===== src/rtl/field_unpacker.sv =====
// rtl/field_unpacker.sv - splits a packed word into NF fields presented one per handshake
// Each field is sign- or zero-extended to OW bits according to SIGNED_MASK.
module field_unpacker #(
  parameter int FW = 8,
  parameter int NF = 4,
  parameter int OW = 16,
  parameter logic [NF-1:0] SIGNED_MASK = '1,
  localparam int IW = (NF > 1) ? $clog2(NF) : 1
) (
  input  logic             clk,
  input  logic             rst,
  input  logic             in_valid,
  output logic             in_ready,
  input  logic [NF*FW-1:0] in_data,
  output logic             out_valid,
  input  logic             out_ready,
  output logic [OW-1:0]    out_data,
  output logic [IW-1:0]    out_idx,
  output logic             out_sign,
  output logic             out_last
);

  typedef enum logic {IDLE, EMIT} state_t;

  localparam logic [IW-1:0] LAST_IDX = IW'(NF - 1);

  state_t           state_q;
  logic [NF*FW-1:0] word_q;
  logic [IW-1:0]    idx_q;
  logic [OW-1:0]    data_q;
  logic             last_q;

  logic [FW-1:0]    in_fields   [NF];
  logic [FW-1:0]    held_fields [NF];
  logic [IW-1:0]    nxt_idx;
  logic             in_fire;
  logic             out_fire;

  function automatic logic [OW-1:0] extend(input logic [FW-1:0] f, input logic s);
    logic [OW-1:0] r;
    r = '0;
    r[FW-1:0] = f;
    for (int b = FW; b < OW; b++) r[b] = s & f[FW-1];
    return r;
  endfunction

  always_comb begin
    for (int i = 0; i < NF; i++) begin
      in_fields[i]   = in_data[i*FW +: FW];
      held_fields[i] = word_q[i*FW +: FW];
    end
  end

  assign nxt_idx = idx_q + 1'b1;

  // Outputs are forced quiet while rst is high so no transfer can happen in a reset cycle.
  assign in_ready  = ~rst & ((state_q == IDLE) | ((state_q == EMIT) & out_ready & last_q));
  assign out_valid = ~rst & (state_q == EMIT);
  assign out_data  = rst ? '0 : data_q;
  assign out_idx   = rst ? '0 : idx_q;
  assign out_last  = ~rst & last_q;
  assign out_sign  = out_data[OW-1];

  assign in_fire  = in_valid & in_ready;
  assign out_fire = out_valid & out_ready;

  always_ff @(posedge clk) begin
    if (rst) begin
      state_q <= IDLE;
      word_q  <= '0;
      idx_q   <= '0;
      data_q  <= '0;
      last_q  <= 1'b0;
    end else if (in_fire) begin
      // Covers both an idle capture and a capture coinciding with the last field.
      state_q <= EMIT;
      word_q  <= in_data;
      idx_q   <= '0;
      data_q  <= extend(in_fields[0], SIGNED_MASK[0]);
      last_q  <= 1'b0;
    end else if (out_fire) begin
      if (last_q) begin
        state_q <= IDLE;
        idx_q   <= '0;
        data_q  <= '0;
        last_q  <= 1'b0;
      end else begin
        idx_q  <= nxt_idx;
        data_q <= extend(held_fields[nxt_idx], SIGNED_MASK[nxt_idx]);
        last_q <= (nxt_idx == LAST_IDX);
      end
    end
  end

endmodule

===== config.mk =====
export PLATFORM = sky130hd
export DESIGN_NAME = field_unpacker
export DESIGN_NICKNAME = d
export VERILOG_FILES = /design/src/rtl/field_unpacker.sv
export SDC_FILE = /design/constraint.sdc
export NUM_CORES = 1
export LEC_CHECK = 0
export BUFFER_PORTS_ARGS = -buffer_cell sky130_fd_sc_hd__buf_2
export CAP_MARGIN = 20
export CORE_ASPECT_RATIO = 1.25
export CORE_MARGIN = 3
export CORE_UTILIZATION = 55
export DETAILED_ROUTE_END_ITERATION = 10
export PLACE_DENSITY = 0.85
export SLEW_MARGIN = 5
export SYNTH_ARGS = -nofsm -noshare
export SYNTH_HDL_FRONTEND = slang
export SYNTH_SLANG_ARGS = --single-unit
export TNS_END_PERCENT = 100

===== constraint.sdc =====
create_clock -name clk -period 5.5 [get_ports clk]
set_input_delay 0.825 -clock clk [delete_from_list [all_inputs] [get_ports clk]]
set_output_delay 0.825 -clock clk [all_outputs]
set_load 0.01 [all_outputs]

==> key figures, run 1 <==
Outcome
  • Status: complete, no violations

STA
  • Max-Slew Margin vs Limit: 46.4%
  • Hold WS: 0.477 ns
  • Clock skew: 0.00814 ns
  • Tightest Pin Transition: 0.803 ns
  • Slew Viols, Final: 0
  • Final setup viols: 0
  • Achievable Freq: 361 MHz
  • Final hold violation count: 0
  • Setup total negative slack: 0 ns
  • Tmin final: 2.77 ns
  • Worst setup margin: 2.73 ns
  • Fin crit share: 50.4%
  • RSZ-0062 raised after global routing: no

GRT
  • GRT Resource Usage Total: about a fifth
  • GR Overflow Total: 0
  • First-pass GRT wire length: 6.92 mm
  • Vias in the first global route: 1,554
  • Antenna violations before repair: 0
  • Largest net degree at the start of global routing: 46

Synthesis
  • Seq cells post-synth: 44
  • Ys async rst share: 0%
  • Synth Instances: 211
  • Post-synth EDFFs: 0
  • Most frequent cell after synthesis: dfxtp_1
  • Top_reg_cell synth: dfxtp_1
  • Yosys top cell area share: 43.1%
  • Syn_area_per_cell: 9.70 um2
  • Post-Syn Area: 2050 um2
  • Net count after synthesis: 248
  • Yosys top cell by area: dfxtp_1
  • Synth top cells by count: dfxtp_1 (44), o21ai_0 (25), nand2b_1 (24), nand3_1 (24), nor2b_1 (22)
  • Post-synthesis adder-cell area fraction: 0.612%
  • Ys Warns: 0
  • Synth cell types: 26
  • Compound-Gate Fraction of Synth Area: 14.9%
  • Simple-Gate Fraction of Synth Area: 23.5%
  • Mux share of post-synthesis cell area: between 9 and 10%
  • Synth Area in XOR/XNOR: 0%
  • Synth top area cells: dfxtp_1 (43%), mux4_2 (8.8%), nand2b_1 (7.3%)
  • Main combinational cell family by area after synthesis: simple AND/OR/NAND/NOR gates
  • Seq/Total Area, Yosys: 43.1%

Placed design
  • GP Congestion: around 0.84
  • Detailed placement HPWL: 2.83 mm
  • Placed insts: 281
  • Post-DP Area: approximately 2200 um2
  • Port Buffer Count: 57
  • Pre-CTS setup slack: 2.71 ns

Worst setup path
  • Crit path largest cell delay: roughly 0.65 ns
  • Top fanout value on the critical path: 28
  • Critical Path AT: between 1.5 and 2 ns
  • Family with the most delay on the worst path: compound AO/OA/AOI/OAI gates
  • Worst Setup End Kind: primary output
  • Worst path cell trace: buf_2 > a21bo_1 > nor2b_1 > buf_2
  • Critical Path Most Common Cell: buf_2
  • CP Class: primary input to primary output
  • Critical path's slowest cell: a21bo_1
  • CP startpoint kind: primary input
  • Critical Path RT: roughly 4.7 ns
  • Worst path bufs/invs: 2

Floorplanning
  • Die Y: roughly 74 um
  • Initial Util: 57.7%
  • I/O pin total: 58
  • Row cnt: 24
  • Core outline area: 3540 um2
  • Die width: 60.6 um
  • Die ar.: 4490 um2

Hold path
  • Hold Crit Class: flop to flop

Power
  • Worst VDD drop: 0.182 mV
  • Post-layout total power: about 640 uW
  • Static Leakage: 0.982 nW
  • Pwr Density: roughly 280 nW/um2

Clock network
  • Post-CTS sizing: 0
  • Maximum buffer depth of the clock tree: 2
  • CTS tree: built
  • Hold Buf Count CTS: 0
  • Post-CTS Setup Bufs: 0
  • Number of buffers created by CTS: 5
  • Clock slew at reported path FFs: 0.08 ns
  • Root buffer cell: clkbuf_8
  • H-tree depth: 2
  • Clk sinks: 44
  • Clk Latency, worst-skew pair: 0.30 ns

Route
  • DRC viols: 0
  • Wirelength per Cell: 14.4 um
  • First-pass DRT Iterations: 4
  • Via count: 1,651
  • Final wirelength: 4.18 mm
  • Detail-routed via count per cell: 5.71
  • Final ANT Viol Nets: 0
  • DRT iter0 DRCs: 53

Finish
  • Post-layout util: 65.5%
  • Post-Layout Cell Count: 289
  • Nets@finish: around 290
  • Post-route cell area: 2320 um2
  • Syn-to-layout area delta: 13.5%
  • Fillcell total: between 200 and 300
  • Diodes inserted: 0
  • Share of post-route cells with drive strength above 1: between 30% and 40%

Flow run
  • Max_cap viols: 0
==> per-layer routing <==
layer  part of all wire, %  routed length, um  up-vias  global-route usage [%]
met2                    47               1960       60                    32.9
met3                   6.5                273        7                    5.56
met1                    45               1870      773                    25.9
li1                      -                  -      811                       -
met4                   1.5                 64        0                    6.51
met5                     0                  0        -                       0
==> worst paths after layout <==
| path | endpoint | start | cells after the start | slack, ns |
|---|---|---|---|---|
| worst max register to register | data_q[3] | idx_q[0] | 5 | 3.02 |
| worst min-delay path | word_q[24] | word_q[24] | 2 | 0.48 |
| worst min register to register | word_q[24] | word_q[24] | 2 | 0.48 |
| worst max-delay path | in_ready | out_ready | 4 | 2.73 |
==> logic make-up after synthesis <==
logic type / after synthesis
multiplexers: 10
AO/OA/AOI/OAI: 46
adder cells (fa/ha/maj): 1
flip-flops: 44
AND/OR/NAND/NOR: 81
buffers and inverters: 29
==> state kept, by name (all words and copies together), names as in the netlist <==
name     cells
last_q       1
data_q       8
idx_q        2
word_q      32
state_q      1
==> worst min-delay path, cell delays in order (launching register included) <==
cell,delay (ns)
dfxtp_1,0.31
nand2b_1,0.06
o21ai_0,0.06
==> cells in the final DEF (no fill, tap or decap), types with 3 or more instances in the layout <==
master / count
nor2b_1: 22
mux4_2: 8
nor2_1: 3
clkbuf_8: 6
nand3_1: 24
buf_2: 57
a21oi_1: 4
dfxtp_1: 44
nand2b_1: 24
a22o_1: 8
a221o_1: 8
o21ai_0: 25
==> power breakdown <==
| part | switching (mW) | leakage, nW | total, mW | internal [mW] |
|---|---|---|---|---|
| registers | 0.0117 | 0.362 | 0.352 | 0.340 |
| clock network | 0.103 | 0.0510 | 0.204 | 0.100 |
| logic | 0.0428 | 0.569 | 0.0884 | 0.0456 |
| total | 0.158 | 0.982 | 0.644 | 0.486 |
==> area by class of cell <==
type,count,area [um2],area share (%)
multi-input combinational,138,998,43.0
inverter,2,7.51,0.323
clock buffer,6,82.6,3.56
tap,39,48.8,2.10
clock inverter,2,10.0,0.431
timing repair buffer,58,293,12.6
sequential,44,881,38.0
(Power assumes the default switching activity.)
==> run 2, diff against run 1 <==
CORE_UTILIZATION = 51   (was 55)
PLACE_DENSITY = 0.79   (was 0.85)
clock period = 2.6 ns   (was 5.5 ns; I/O delays follow)
==> key figures, run 2 (synthesized netlist as in run 1, its figures left out) <==
Clock network
  • CTS tree: built
  • H-tree depth: 2
  • Root buffer cell: clkbuf_8
  • Post-CTS sizing: 0
  • Number of buffers created by CTS: 5
  • Maximum buffer depth of the clock tree: 2
  • Clk sinks: 44
  • Post-CTS Setup Bufs: 0
  • Clk Latency, worst-skew pair: ~0.29 ns
  • Clock slew at reported path FFs: about 0.070 ns
  • Hold Buf Count CTS: 0

STA
  • Max-Slew Margin vs Limit: approximately 55%
  • RSZ-0062 raised after global routing: no
  • Tightest Pin Transition: 0.679 ns
  • Tmin final: 2.06 ns
  • Clock skew: about 0.003 ns
  • Slew Viols, Final: 0
  • Final hold violation count: 0
  • Fin crit share: 79.1%
  • Setup total negative slack: 0 ns
  • Achievable Freq: 486 MHz
  • Final setup viols: 0

Floorplanning
  • Die width: 62.6 um
  • Initial Util: 53.6%
  • I/O pin total: 58
  • Die ar.: 4810 um2
  • Die Y: 76.8 um
  • Row cnt: 25
  • Core outline area: between 3000 and 4000 um2

Route
  • Detail-routed via count per cell: 5.37
  • Final wirelength: 4.46 mm
  • Final ANT Viol Nets: 0
  • DRT iter0 DRCs: 61
  • DRC viols: 0
  • First-pass DRT Iterations: 4
  • Via count: roughly 1,600
  • Wirelength per Cell: 14.6 um

Finish
  • Most common library cell in the layout ignoring fill and taps: buf_2
  • Nets@finish: between 200 and 300
  • Reg with most FFs: word_q
  • Diodes inserted: 0
  • Largest registers: word_q x32, data_q x8, idx_q x2
  • Fillcell total: 365
  • Max reg flops: 32
  • Share of post-route cells with drive strength above 1: 31.0%
  • Most frequent cells in the layout: buf_2 (57), dfxtp_1 (44), o21ai_0 (25)
  • Post-Layout Cell Count: 306
  • Syn-to-layout area delta: 15.7%

Power
  • Static Leakage: 0.996 nW
  • Worst VDD drop: 0.387 mV
  • Pwr Density: 584 nW/um2
  • Net Switching: 327 uW
  • Clock power frac: 32.1%
  • Sequential Power Share: 53.8%
  • Pint: 1.06 mW
  • Logic pwr share: 14.1%
  • Sw Ratio: 23.6%
  • Post-layout total power: 1.38 mW

Hold path
  • Hold depth: 3
  • Endpoint of the worst hold path: word_q[27]
  • Hold Crit Class: primary input to flop
  • Hold Startpoint: in_data[27]

Outcome
  • Status: complete, no violations

Worst setup path
  • Worst R2R Setup Slack: 0.54 ns
  • Critical Path AT: around 2.2 ns
  • Critical path's slowest cell: ha_1
  • R2R Path End: data_q[1]
  • Worst path cell trace: inv_1 > ha_1 > mux4_2 > nor2b_1 > a221o_1
  • Critical Path RT: approximately 2.8 ns
  • CP startpoint kind: flop
  • Top fanout value on the critical path: 9
  • Origin of the critical flop-to-flop path: idx_q[0]
  • Worst Reg-to-Reg Cells: 5
  • CP Class: flop to flop
  • Worst Setup End Kind: flop
  • Crit path largest cell delay: roughly 0.58 ns

GRT
  • GRT Resource Usage Total: 18.5%
  • GRT Max-Usage Layer: met2
  • Antenna violations before repair: 0
  • GR Overflow Total: 0
  • GRT met2 Usage: 31.2%
  • Vias in the first global route: between 1,500 and 2,000
  • First-pass GRT wire length: 7.15 mm
  • Met1 GRT Util: 23.8%
  • Met3 Usage GRT: 4.54%
  • Largest net degree at the start of global routing: 42

Flow run
  • Max_cap viols: 0

Placed design
  • GP Congestion: 0.798
  • Placed insts: 299
  • Detailed placement HPWL: 3.14 mm
  • Port Buffer Count: 57
-- run 2: cell count changes in the layout (fill, tap and decap cells not counted) --
| cell | previous run | this run |
|---|---|---|
| buf_4 | 1 | 4 |
| clkinv_2 | 2 | 0 |
| clkbuf_8 | 6 | 7 |
-- run 2: how the worst max path moves through the flow --
stage / startpoint / to / slack [ns]
final: idx_q[0] / data_q[1] / 0.54
after floorplan: idx_q[0] / data_q[1] / 0.34
after global placement: idx_q[0] / data_q[1] / 0.61
after global routing: idx_q[0] / data_q[3] / 0.38
after detailed placement: idx_q[0] / data_q[3] / 0.53
after CTS: idx_q[0] / data_q[3] / 0.51
-- run 2: metrics by stage --
stage / util [%] / hold WS [ns] / worst slack (ns) / instance area [um2]
after floorplan: - / 0.437 / 0.343 / 2050
after global placement: 59.5 / 0.459 / 0.612 / 2270
after detailed placement: 59.5 / 0.468 / 0.526 / 2270
after CTS: 62.0 / 0.309 / 0.512 / 2370
after global routing: 62.0 / 0.316 / 0.384 / 2370
final: 62.0 / 0.312 / 0.542 / 2370
-- run 2: power groups by stage --
stage | registers (mW) | clock network (mW) | logic [mW]
2_1_floorplan | 0.749 | 0 | 0.143
3_3_place_gp | 0.756 | 0 | 0.188
3_5_place_dp | 0.758 | 0 | 0.194
4_1_cts | 0.743 | 0.451 | 0.195
5_1_grt | 0.748 | 0.471 | 0.215
6_report | 0.744 | 0.444 | 0.194
-- run 2: layout make-up --
type | count | area (um2) | share of cell area, %
Sequential cell | 44 | 881 | 37.2
Multi-Input combinational cell | 138 | 998 | 42.2
Inverter | 2 | 7.51 | 0.317
Timing Repair Buffer | 61 | 315 | 13.3
Tap cell | 54 | 67.6 | 2.86
Clock buffer | 7 | 96.3 | 4.07
-- run 2: layer usage --
metal  part of all wire (%)  wire length (um)
met1                     47              2100
met3                    5.2               234
met5                      0                 0
met4                    1.1                50
met2                     46              2070
-- run 2: critical path, delay by kind of cell, from the launching register on --
family	cells	cell delay (ns)
fa+ha+maj	1	0.58
mux	1	0.57
buf+inv	1	0.06
simple gates	1	0.15
flops	1	0.33
compound gates	1	0.27
